File: config.mk
export PLATFORM = sky130hd
export DESIGN_NAME = rand_arbiter
export DESIGN_NICKNAME = d
export VERILOG_FILES = /design/src/rtl/rand_pkg.sv /design/src/rtl/rand_arbiter_lfsr8.sv /design/src/rtl/rand_arbiter.sv
export SDC_FILE = /design/constraint.sdc
export NUM_CORES = 1
export LEC_CHECK = 0
export BUFFER_PORTS_ARGS = -buffer_cell sky130_fd_sc_hd__buf_4
export CORE_UTILIZATION = 55
export DETAILED_ROUTE_END_ITERATION = 12
export GPL_TIMING_DRIVEN = 0
export HOLD_SLACK_MARGIN = 0.05
export PLACE_DENSITY = 0.8
export SETUP_SLACK_MARGIN = 0.3
export SYNTH_ARGS = -nofsm -noshare
export SYNTH_HDL_FRONTEND = slang
export SYNTH_SLANG_ARGS = --single-unit
File: constraint.sdc
create_clock -name clock -period 4.1 [get_ports clock]
set_clock_uncertainty 0.1 [all_clocks]
set_input_delay 0.615 -clock clock [delete_from_list [all_inputs] [get_ports clock]]
set_output_delay 0.615 -clock clock [all_outputs]
set_load 0.01 [all_outputs]
File: src/rtl/rand_pkg.sv
// Shared types and constants for the random-value arbiter and its LFSR.
package rand_pkg;

  typedef enum logic [1:0] {
    ST_IDLE = 2'd0,
    ST_DRAW = 2'd1,
    ST_RESP = 2'd2
  } state_t;

  localparam logic [7:0]  SEED_DEFAULT      = 8'h0F;
  localparam int unsigned MAX_TRIES_DEFAULT = 15;

  // Feedback taps of the 8-bit left-shifting LFSR
  localparam int unsigned TAP_A = 7;
  localparam int unsigned TAP_B = 3;
  localparam int unsigned TAP_C = 2;
  localparam int unsigned TAP_D = 0;

  // Smallest all-ones value covering lim-1; lim=0 wraps to 8'hFF (full range)
  function automatic logic [7:0] smear_mask(input logic [7:0] lim);
    logic [7:0] v;
    v = lim - 8'd1;
    v = v | (v >> 1);
    v = v | (v >> 2);
    v = v | (v >> 4);
    return v;
  endfunction

endpackage

File: src/rtl/rand_arbiter_lfsr8.sv
// Free-running 8-bit LFSR, held at SEED while reset is high.
module lfsr8
  import rand_pkg::*;
#(
  parameter logic [7:0] SEED = SEED_DEFAULT
) (
  input  logic       clock,
  input  logic       reset,
  output logic [7:0] q
);

  logic [7:0] r_q;
  logic       w_fb;

  assign w_fb = r_q[TAP_A] ^ r_q[TAP_B] ^ r_q[TAP_C] ^ r_q[TAP_D];

  // Shift left every cycle, feeding the tap XOR into bit 0
  always_ff @(posedge clock) begin
    if (reset) begin
      r_q <= SEED;
    end else begin
      r_q <= {r_q[6:0], w_fb};
    end
  end

  assign q = r_q;

endmodule

File: src/rtl/rand_arbiter.sv
// Round-robin arbiter sharing one LFSR among requesters, each receiving a
// value in [0, limit) via masked rejection sampling with a bounded fallback.
module rand_arbiter
  import rand_pkg::*;
#(
  parameter int                NUM_REQ   = 4,
  parameter int                WIDTH     = 8,
  parameter logic [WIDTH-1:0]  SEED      = SEED_DEFAULT,
  parameter int unsigned       MAX_TRIES = MAX_TRIES_DEFAULT
) (
  input  logic                       clock,
  input  logic                       reset,
  input  logic [NUM_REQ-1:0]         req,
  input  logic [NUM_REQ*WIDTH-1:0]   limit,
  output logic [NUM_REQ-1:0]         ack,
  output logic [WIDTH-1:0]           rnd_out,
  output logic                       busy
);

  localparam int unsigned NR = NUM_REQ;
  localparam int unsigned GW = (NUM_REQ > 1) ? $clog2(NUM_REQ) : 1;
  localparam int unsigned TW = (MAX_TRIES < 1) ? 1 : $clog2(MAX_TRIES + 1);

  state_t               r_state;
  logic [GW-1:0]        r_g;
  logic [GW-1:0]        r_last;
  logic [WIDTH-1:0]     r_lim;
  logic [WIDTH-1:0]     r_mask;
  logic [TW-1:0]        r_tries;
  logic [NUM_REQ-1:0]   r_ack;
  logic [WIDTH-1:0]     r_rnd;

  logic [WIDTH-1:0]     w_lfsr;
  logic [WIDTH-1:0]     w_lim_arr [NUM_REQ];
  logic                 w_found;
  logic [GW-1:0]        w_pick;
  logic [WIDTH-1:0]     w_s;
  logic                 w_accept;
  logic [NUM_REQ-1:0]   w_onehot;

  lfsr8 #(
    .SEED (SEED)
  ) u_lfsr (
    .clock (clock),
    .reset (reset),
    .q     (w_lfsr)
  );

  // Unpack the per-requester limit slices
  always_comb begin
    for (int unsigned i = 0; i < NR; i++) begin
      w_lim_arr[i] = limit[i*WIDTH +: WIDTH];
    end
  end

  // Round-robin pick: first set request at or after last_grant+1, wrapping
  always_comb begin
    logic [GW-1:0] idx;
    w_found = 1'b0;
    w_pick  = '0;
    idx     = '0;
    for (int unsigned k = 0; k < NR; k++) begin
      idx = GW'((32'(r_last) + 32'd1 + k) % NR);
      if (!w_found && req[idx]) begin
        w_found = 1'b1;
        w_pick  = idx;
      end
    end
  end

  // Masked sample and acceptance test against the latched limit
  always_comb begin
    w_s      = w_lfsr & r_mask;
    w_accept = (r_lim == '0) || (w_s < r_lim);
  end

  // One-hot decode of the active grant index
  always_comb begin
    w_onehot       = '0;
    w_onehot[r_g]  = 1'b1;
  end

  // Grant FSM with registered ack/rnd_out; ack is set on entry to RESP
  always_ff @(posedge clock) begin
    if (reset) begin
      r_state <= ST_IDLE;
      r_g     <= '0;
      r_last  <= GW'(NUM_REQ - 1);
      r_lim   <= '0;
      r_mask  <= '0;
      r_tries <= '0;
      r_ack   <= '0;
      r_rnd   <= '0;
    end else begin
      r_ack <= '0;
      case (r_state)
        ST_IDLE: begin
          if (w_found) begin
            r_g     <= w_pick;
            r_lim   <= w_lim_arr[w_pick];
            r_mask  <= smear_mask(w_lim_arr[w_pick]);
            r_tries <= '0;
            r_state <= ST_DRAW;
          end
        end
        ST_DRAW: begin
          if (!req[r_g]) begin
            // Abandoned request still advances the rotation
            r_last  <= r_g;
            r_state <= ST_IDLE;
          end else if (w_accept) begin
            r_rnd   <= w_s;
            r_ack   <= w_onehot;
            r_state <= ST_RESP;
          end else if (r_tries == TW'(MAX_TRIES)) begin
            // s < 2*lim whenever rejected, so s-lim lands inside the range
            r_rnd   <= w_s - r_lim;
            r_ack   <= w_onehot;
            r_state <= ST_RESP;
          end else begin
            r_tries <= r_tries + TW'(1);
          end
        end
        ST_RESP: begin
          r_last  <= r_g;
          r_state <= ST_IDLE;
        end
        default: begin
          r_state <= ST_IDLE;
        end
      endcase
    end
  end

  assign ack     = r_ack;
  assign rnd_out = r_rnd;
  assign busy    = (r_state == ST_DRAW) || (r_state == ST_RESP);

endmodule

==> key figures <==
Synthesis
  • Post-synth EDFFs: 0
  • Top_reg_cell synth: dfxtp_1
  • Average size of a mapped cell: approximately 8.2 sq um
  • Post-synthesis sequential element count: 46
  • Synth cell types: 46
  • Area leader, netlist: dfxtp_1
  • Share of Yosys cell area claimed by the top area cell type: 0.3335
  • FFs w/ async S/R, synth: 0
  • Largest cells by area after synthesis: dfxtp_1 33%, mux2i_1 6.2%, ha_1 5.9%, nand2_1 5.8%, o21ai_0 4.3%
  • Syn Inst Count: 338
  • Syn Nets: 390
  • Most frequent cells after synthesis: 46 x dfxtp_1, 43 x nand2_1, 29 x nor2_1
  • Syn. warnings: 0
  • Post-synthesis sequential area ratio: 0.3335
  • Count leader, synth: dfxtp_1
  • Mapped Area: 2761 sq um

Critical path
  • Cells along the critical path: buf_4 -> inv_1 -> o22ai_1 -> a211oi_4 -> buf_4 -> mux2_2 -> o21ai_0 -> ha_1 -> inv_1 -> nor4b_1 -> o211ai_1 -> a31oi_4 -> a31oi_1
  • WP data arrival: 3.51 ns
  • Worst EP required: ~4.2 ns
  • Max incr delay on CP: 0.35 ns
  • Crit Path Max Fanout: 10
  • Critical path type: input port to register
  • Critical path endpoint category: register
  • Slowest cell on the critical path: mux2_2
  • Setup crit start kind: input port
  • Critical path's top delay family: compound AO/OA/AOI/OAI gates
  • Bufs and invs on worst path: 4

Finish
  • Diodes inserted: 0
  • Area grow syn2layout: 19.76%
  • Total Nets Final: 447
  • Post-Layout Cell Count: 463
  • Fillers: 408
  • Layout cells sized above 1: 0.2020
  • Fin util: 0.6910

Power
  • Final Power: 1.838 mW
  • P_leak: 1.426 nW
  • Pwr dens: 555.7 nW/um^2
  • Maximum vdd drop: 286.9 uV

CTS
  • Post_cts resized: 0
  • Worst-Skew Late Latency: around 0.30 ns
  • Reg clk slew, reported paths: 0.09 ns
  • CTS root buf: clkbuf_8
  • Clk sinks: 46
  • CTS max path bufs: 2
  • Post-CTS Setup Bufs: 0
  • TritonCTS Buffers: 5
  • CTS tree: done
  • Post-CTS Hold Fix Bufs: 0
  • H-tree Lvls: 2

Routing
  • WL final: 6330 um
  • Drt drc: 0
  • DRT iter0 DRCs: 144
  • Via/cell ratio: 5.531
  • Post-DRT Antenna Nets: 0
  • Vias: about 2600
  • First-pass DRT Iterations: 4
  • Routed length per instance: 13.67 um

STA
  • Final Cycle Share: 0.8336
  • Rel. slew slack: 0.5416
  • Final setup margin: 0.6823 ns
  • RSZ-0062 raised after global routing: false
  • Fin. max-slew vios: 0
  • Setup TNS: 0 ns
  • Min Tclk post-route: 3.418 ns
  • Worst Tran Pin Value: roughly 0.69 ns
  • Hold Violations, Final: 0
  • Max frequency: 292.6 MHz
  • Setup Viol. Count Final: 0

Floorplanning
  • Core area: 4786 sq um
  • Die Width: 72.86 um
  • Die area: 5308 sq um
  • Effective utilization at floorplan: 0.5770
  • Num rows: 25
  • Die H: between 70 and 80 um
  • Ports: approximately 50

Global routing
  • Vias in the first global route: between 2000 and 2500
  • Total gr overflow: 0
  • Initial antenna violation count: 0
  • First-pass GRT wire length: ~11000 um
  • Gr usage total: 0.2592
  • Largest net degree at the start of global routing: 15

Outcome
  • Status: completed

Placed design
  • Setup slack at placement: approximately 0.087 ns
  • Final HPWL DP: 4958 um
  • Port bufs: 49
  • Dpl cells: 454
  • GPL Wtd Cong: 0.8518

Job
  • Max-cap check violation count: 0

Hold path
  • HP Class: register to register
## sequential cells by signal, indices dropped and copies added (netlist names)
register  cells
ack           4
r_g           2
r_last        2
r_lim         8
r_mask        8
r_state       2
r_tries       4
rnd_out       8
u_lfsr.q      8
## layer usage
metal | global-route usage | routed length [um] | vias to the layer above
met1 | 0.3141 | 2820 | 1160
met2 | 0.4517 | 3038 | 80
met5 | 0 | 0 | -
met4 | 0.1111 | 152 | 0
met3 | 0.04420 | 319 | 11
li1 | - | - | 1310
## final timing paths
path,depth (start not counted),end,slack [ns],start
setup reg to reg,12,r_mask[0],0.72,r_last[0]
hold reg to reg,1,u_lfsr.q[2],0.36,u_lfsr.q[1]
setup / recovery,13,r_mask[0],0.68,req[3]
hold / removal,1,u_lfsr.q[2],0.36,u_lfsr.q[1]
## logic make-up after synthesis
| logic type | count (synthesis) | share of synthesized area |
|---|---|---|
| compound gates | 84 | 0.1971 |
| fa+ha+maj | 14 | 0.06615 |
| mux | 22 | 0.08609 |
| buf+inv | 33 | 0.04803 |
| simple gates | 128 | 0.2343 |
| xor+xnor | 11 | 0.03489 |
| flops | 46 | 0.3335 |
## worst register-to-register path, stage by stage (launching register included)
cell and delay, ns:
dfxtp_1 0.37, nand2b_1 0.14, a21oi_1 0.10, a211oi_4 0.28, buf_4 0.25, mux2_2 0.35, o21ai_0 0.34, ha_1 0.34
inv_1 0.09, nor4b_1 0.35, o211ai_1 0.20, a31oi_4 0.26, a31oi_1 0.11
## power breakdown
| group | leakage (nW) | switching (mW) | internal, mW |
|---|---|---|---|
| registers | 0.379 | 0.0723 | 0.538 |
| logic | 1.00 | 0.546 | 0.404 |
| clock network | 0.0452 | 0.157 | 0.120 |
## cells in the final DEF, fill, tap and decap left out, types with 6 or more instances in the layout
cell      count
a21oi_1      21
a31oi_1      17
and2_1        9
buf_4        52
clkbuf_1     12
dfxtp_1      46
ha_1         13
inv_1        19
mux2i_1      17
nand2_1      43
nand3_1      13
nor2_1       29
nor2b_1       6
nor4_1        6
o21ai_0      24
xor2_1        8
## metrics by stage
step                hold slack, ns  instance area [sq um]
floorplan                   0.3175                   2761
global placement            0.3354                   3213
detailed placement          0.3384                   3213
CTS                         0.3621                   3299
global route                0.3745                   3307
finish                      0.3627                   3307
## layout make-up
type / count / area [sq um] / area share
well taps: 67 / 83.83 / 0.02535
repair buffers: 50 / 375.4 / 0.1135
multi-input cells: 259 / 1708 / 0.5165
inverters: 19 / 71.32 / 0.02157
plain buffers: 14 / 61.31 / 0.01854
flip-flops and latches: 46 / 920.9 / 0.2785
clock buffers: 6 / 72.57 / 0.02194
clock inverters: 2 / 13.76 / 0.004162
Note: power is estimated with default switching activity, not from simulation.
